[src/rtl/counter_wrap_extender.sv]
// Tracks a 3-bit up/down counter, extends it with an EXT_W-bit wrap count and flags illegal steps.
// Optional macro WRAP_SATURATE_EN: the extension field saturates instead of wrapping.
module counter_wrap_extender #(
    parameter int EXT_W = 5
) (
    input  logic             clk,
    input  logic             reset_in,
    input  logic [2:0]       q_in,
    input  logic             load_in,
    input  logic             up_down_in,
    input  logic             err_clr_in,
    output logic [EXT_W+2:0] wide_out,
    output logic             wrap_up_out,
    output logic             wrap_dn_out,
    output logic             err_out
);

    typedef enum logic [1:0] {
        ST_INIT  = 2'd0,
        ST_TRACK = 2'd1,
        ST_ERROR = 2'd2
    } state_t;

    state_t             state_q, state_d;
    logic [2:0]         prev_q, prev_d;
    logic [EXT_W-1:0]   ext_q, ext_d;
    logic               ld_q, ld_d;
    logic               dir_q, dir_d;
    logic               wrap_up_q, wrap_up_d;
    logic               wrap_dn_q, wrap_dn_d;

    logic [2:0]         delta;
    logic [EXT_W-1:0]   ext_inc;
    logic [EXT_W-1:0]   ext_dec;

    assign delta = q_in - prev_q;

`ifdef WRAP_SATURATE_EN
    assign ext_inc = (&ext_q)         ? ext_q : ext_q + 1'b1;
    assign ext_dec = (ext_q == '0)    ? ext_q : ext_q - 1'b1;
`else
    assign ext_inc = ext_q + 1'b1;
    assign ext_dec = ext_q - 1'b1;
`endif

    always_comb begin
        state_d   = state_q;
        prev_d    = prev_q;
        ext_d     = ext_q;
        wrap_up_d = 1'b0;
        wrap_dn_d = 1'b0;
        // Controls are delayed one cycle so each sampled step is judged by the controls that caused it.
        ld_d      = load_in;
        dir_d     = up_down_in;

        case (state_q)
            ST_INIT: begin
                prev_d  = q_in;
                state_d = ST_TRACK;
            end
            ST_TRACK: begin
                if (ld_q) begin
                    ext_d  = '0;
                    prev_d = q_in;
                end else if (delta == 3'd1 && dir_q) begin
                    prev_d = q_in;
                    if (prev_q == 3'd7) begin
                        ext_d     = ext_inc;
                        wrap_up_d = 1'b1;
                    end
                end else if (delta == 3'd7 && !dir_q) begin
                    prev_d = q_in;
                    if (prev_q == 3'd0) begin
                        ext_d     = ext_dec;
                        wrap_dn_d = 1'b1;
                    end
                end else begin
                    state_d = ST_ERROR;
                end
            end
            ST_ERROR: begin
                if (err_clr_in) begin
                    state_d = ST_INIT;
                end
            end
            default: begin
                state_d = ST_INIT;
            end
        endcase
    end

    always_ff @(posedge clk or negedge reset_in) begin
        if (!reset_in) begin
            state_q   <= ST_INIT;
            prev_q    <= '0;
            ext_q     <= '0;
            ld_q      <= 1'b0;
            dir_q     <= 1'b0;
            wrap_up_q <= 1'b0;
            wrap_dn_q <= 1'b0;
        end else begin
            state_q   <= state_d;
            prev_q    <= prev_d;
            ext_q     <= ext_d;
            ld_q      <= ld_d;
            dir_q     <= dir_d;
            wrap_up_q <= wrap_up_d;
            wrap_dn_q <= wrap_dn_d;
        end
    end

    assign wide_out    = {ext_q, prev_q};
    assign wrap_up_out = wrap_up_q;
    assign wrap_dn_out = wrap_dn_q;
    assign err_out     = (state_q == ST_ERROR);

endmodule
[config.mk]
export PLATFORM = sky130hd
export DESIGN_NAME = counter_wrap_extender
export DESIGN_NICKNAME = d
export VERILOG_FILES = /design/src/rtl/counter_wrap_extender.sv
export SDC_FILE = /design/constraint.sdc
export NUM_CORES = 1
export LEC_CHECK = 0
export ABC_AREA = 1
export ABC_CLOCK_PERIOD_IN_PS = 3250
export CORE_ASPECT_RATIO = 0.7
export CORE_MARGIN = 1
export CORE_UTILIZATION = 40
export CTS_BUF_LIST = sky130_fd_sc_hd__clkbuf_4
export DETAILED_ROUTE_END_ITERATION = 10
export HOLD_SLACK_MARGIN = 0.05
export SYNTH_ARGS = -nofsm -noshare
export SYNTH_HDL_FRONTEND = slang
export SYNTH_SLANG_ARGS = --single-unit
[constraint.sdc]
create_clock -name clk -period 3.25 [get_ports clk]
set_clock_uncertainty 0.1 [all_clocks]
set_input_delay 0.4875 -clock clk [delete_from_list [all_inputs] [get_ports clk]]
set_output_delay 0.4875 -clock clk [all_outputs]
set_load 0.02 [all_outputs]
==> impl_results.rst <==
.. list-table::
   :header-rows: 1

   * - Metric
     - Value
   * - Horizontal die dimension
     - 60.0 µm
   * - Clock Sinks
     - 14
   * - Count of cells along the worst hold path
     - 1
   * - Via count of the first global-routing pass
     - 716
   * - Worst path top cell family by delay
     - adder cells
   * - Total power
     - 1.08 mW
   * - Number of warnings reported in the yosys synthesis log
     - 0
   * - Power Density
     - 890 nW/µm²
   * - Root cell of the clock tree
     - sky130_fd_sc_hd__clkbuf_4
   * - Leakage
     - 0.610 nW
   * - Number of instances in the synthesized netlist
     - 117
   * - Worst slew slack as a fraction of its limit
     - 0.543
   * - Clock tree from TritonCTS
     - done
   * - Critical path launch point type
     - input pin
   * - Arrival time of data at the critical path endpoint
     - 3.15 ns
   * - Cell with the most instances after synthesis
     - sky130_fd_sc_hd__nand2_1
   * - Mapped Nets
     - 132
   * - Setup TNS
     - 0 ns
   * - Count of endpoints failing setup in the final report
     - 0
   * - Transition time at the pin with the least slew margin
     - 0.683 ns
   * - Final hold violation count
     - 0
   * - Setup repair after global routing missed its margin
     - false
   * - Post-route DRC violation count
     - 0
   * - Antenna diode instance count
     - 0
   * - Worst Path Class, Setup
     - input pin to flip-flop
   * - Placer congestion estimate
     - 0.784
   * - Buffers inserted by post-CTS timing repair
     - 0
   * - Wire length of the first global-routing pass
     - 3.24 mm
   * - Synthesized area per cell
     - 8.04 µm²
   * - Number of CTS-inserted buffers
     - 3
   * - WHS Endpoint
     - wrap_dn_out
   * - Endpoint of the worst register-to-register path
     - ext_q[4]
   * - Layout cells sized above 1
     - 0.154
   * - Maximum number of pins on one net before global-route repair
     - 15
   * - Count of TritonRoute iterations in the first routing pass
     - 4
   * - Final slew viol count
     - 0
   * - Antenna-violating nets left
     - 0
   * - CTS Buffer Depth
     - 2
   * - Worst hold slack
     - 0.366 ns
   * - Overall routed net length
     - 1.97 mm
   * - Buffers added on ports
     - 18
   * - Crit-path slowest cell
     - sky130_fd_sc_hd__clkdlybuf4s50_1
   * - Standard-cell row count
     - 14
   * - Total buffers and inverters traversed by the critical path
     - 3
   * - Number of top-level pins
     - 19
   * - Net count reported at finish
     - 159
   * - Number of enable flip-flop cells after synthesis
     - 0
   * - Top cell type by total area after synthesis
     - sky130_fd_sc_hd__dfrtp_1
   * - Share of the synthesized area in the top cell type
     - 0.372
   * - Final HPWL DP
     - 1.56 mm
   * - Largest cells by area after synthesis
     - sky130_fd_sc_hd__dfrtp_1 37%, sky130_fd_sc_hd__nand2_1 15%, sky130_fd_sc_hd__ha_1 6.6%
   * - Synth cell types
     - 23
   * - Worst-skew pair later-pin latency
     - 0.28 ns
   * - Final global-route overflow total
     - 0
   * - Status
     - finished clean
   * - Async set-reset flop share out of synthesis
     - 1.00
   * - Maximum level of the CTS H-tree
     - 1
   * - Max-cap check violation count
     - 0
   * - Via density
     - 4.71
   * - Max FO, Critical Path
     - 5
   * - Required time reported for the critical path endpoint
     - 3.33 ns
   * - Die area
     - 2550 µm²
   * - Category of the worst setup path capture point
     - flip-flop
   * - Routed vias
     - 824
   * - Placeable core region
     - 2190 µm²
   * - Setup slack of the most critical reg-to-reg path
     - 0.46 ns
   * - GRT Resource Usage Total
     - 0.182
   * - Hold-fix buffer count after cts
     - 0
   * - Number of cells on the worst reg-to-reg path
     - 14
   * - Overall die height
     - 42.6 µm
   * - Fmax achieved
     - 327 MHz
   * - Type of the tightest min-delay check
     - flip-flop to flip-flop
   * - Synthesized area
     - 941 µm²
   * - Min-Delay Startpoint
     - ld_q
   * - Flip-flop cell with the highest count after synthesis
     - sky130_fd_sc_hd__dfrtp_1
   * - Commonest cells post-synth
     - 38 x sky130_fd_sc_hd__nand2_1, 14 x sky130_fd_sc_hd__dfrtp_1, 11 x sky130_fd_sc_hd__inv_1, 11 x sky130_fd_sc_hd__nand3_1, 9 x sky130_fd_sc_hd__nor2_1
   * - CTS-repair resized insts
     - 0
   * - Starting DRT DRC Count
     - 29
   * - Sequential-to-total area share from yosys stat
     - 0.372
   * - Number of antenna violations at the first check in global routing
     - 0
   * - Delay of the slowest cell on the worst path
     - 0.47 ns
   * - Starting density of the core
     - 0.430
   * - Layout Area Growth over Synthesis
     - 29.4%
   * - Critical path, cell by cell
     - clkdlybuf4s50_1 > inv_1 > ha_1 > inv_1 > fa_1 > nor3b_4 > nand3_4 > fa_1 > nand3_1 > nand2_1 > nand2_1 > nand2_1 > o21ai_0 > nor2_1 > nand2_1 > nand2_1
   * - Peak ir drop on the vdd network
     - 0.415 mV
   * - Number of fillers in the final layout
     - 219
   * - Startpoint of the worst register-to-register path
     - prev_q[0]
   * - Min Tclk post-route
     - 3.06 ns
   * - Most used cell, CP
     - sky130_fd_sc_hd__nand2_1
   * - Per-cell routed wire length
     - 11.3 µm
   * - Final Cycle Share
     - 0.942
   * - CTS clk-pin slew, worst paths
     - 0.09 ns
   * - Post-synthesis sequential element count
     - 14
metal layers:
layer / up-vias / share of wire / GRT usage
li1: 428 / - / -
met1: 374 / 0.55 / 0.267
met2: 20 / 0.40 / 0.251
met3: 2 / 0.040 / 0.0556
met4: 0 / 0.0096 / 0.0605
met5: - / 0 / 0
worst max path at each step:
stage	cells past startpoint	slack, ns	from	to
after global placement	16	-0.1	q_in[0]	ext_q[4]
final	16	0.19	q_in[0]	ext_q[4]
after global routing	16	0.008	q_in[0]	ext_q[4]
after floorplan	14	0.48	prev_q[0]	ext_q[4]
after detailed placement	16	-0.13	q_in[0]	ext_q[4]
after CTS	16	0.18	q_in[0]	ext_q[4]
registers in the layout, indices dropped and copies added (netlist names):
register	flops
wrap_up_out	1
ext_q	5
dir_q	1
state_q	2
prev_q	3
ld_q	1
wrap_dn_out	1
power by group:
| part | internal, mW | switching (mW) | leakage, nW | total (mW) |
|---|---|---|---|---|
| logic | 0.289 | 0.398 | 0.417 | 0.686 |
| registers | 0.230 | 0.0627 | 0.178 | 0.293 |
| clock network | 0.0446 | 0.0600 | 0.0154 | 0.105 |
layout by cell type (no fill, tap or decap), types with 2 or more instances in the layout:
| cell type | netlist | routed |
|---|---|---|
| sky130_fd_sc_hd__nand2_1 | 38 | 38 |
| sky130_fd_sc_hd__clkdlybuf4s50_1 | 0 | 18 |
| sky130_fd_sc_hd__dfrtp_1 | 14 | 14 |
| sky130_fd_sc_hd__inv_1 | 11 | 11 |
| sky130_fd_sc_hd__nand3_1 | 11 | 11 |
| sky130_fd_sc_hd__nor2_1 | 9 | 9 |
| sky130_fd_sc_hd__nand2_2 | 6 | 6 |
| sky130_fd_sc_hd__ha_1 | 5 | 5 |
| sky130_fd_sc_hd__buf_4 | 0 | 4 |
| sky130_fd_sc_hd__a21oi_1 | 3 | 3 |
| sky130_fd_sc_hd__clkbuf_4 | 0 | 3 |
| sky130_fd_sc_hd__nand4_2 | 2 | 2 |
| sky130_fd_sc_hd__clkinv_1 | 1 | 2 |
| sky130_fd_sc_hd__nand4_1 | 2 | 2 |
| sky130_fd_sc_hd__nand2_4 | 2 | 2 |
| sky130_fd_sc_hd__o21ai_0 | 2 | 2 |
| sky130_fd_sc_hd__fa_1 | 2 | 2 |
worst reg2reg max path: cells and delay by family, from the launching register on:
kind,cells,cell delay [ns]
buf+inv,1,0.06
flops,1,0.43
fa+ha+maj,3,1.07
compound gates,1,0.15
simple gates,9,0.88
cell families (layout without fill, tap and decap cells):
family,Yosys count,after routing,share of synthesized area
compound gates,6,6,0.0346
buf+inv,13,39,0.0519
flops,14,14,0.372
fa+ha+maj,7,7,0.109
simple gates,77,77,0.432
through the flow:
step	setup slack [ns]	instances	utilization	area, µm²
2_1_floorplan	0.475	117	-	941
3_3_place_gp	-0.0951	171	0.544	1190
3_5_place_dp	-0.126	171	0.544	1190
4_1_cts	0.182	175	0.556	1220
5_1_grt	0.00847	175	0.556	1220
6_report	0.188	175	0.556	1220
layout make-up:
class	count	area, µm²	share of cell area
multi-input combinational	90	542	0.445
sequential	14	350	0.288
timing repair buffer	22	210	0.173
inverter	13	48.8	0.0401
tap	32	40.0	0.0329
clock buffer	3	22.5	0.0185
clock inverter	1	3.75	0.00308
Note: power is estimated with default switching activity, not from simulation.
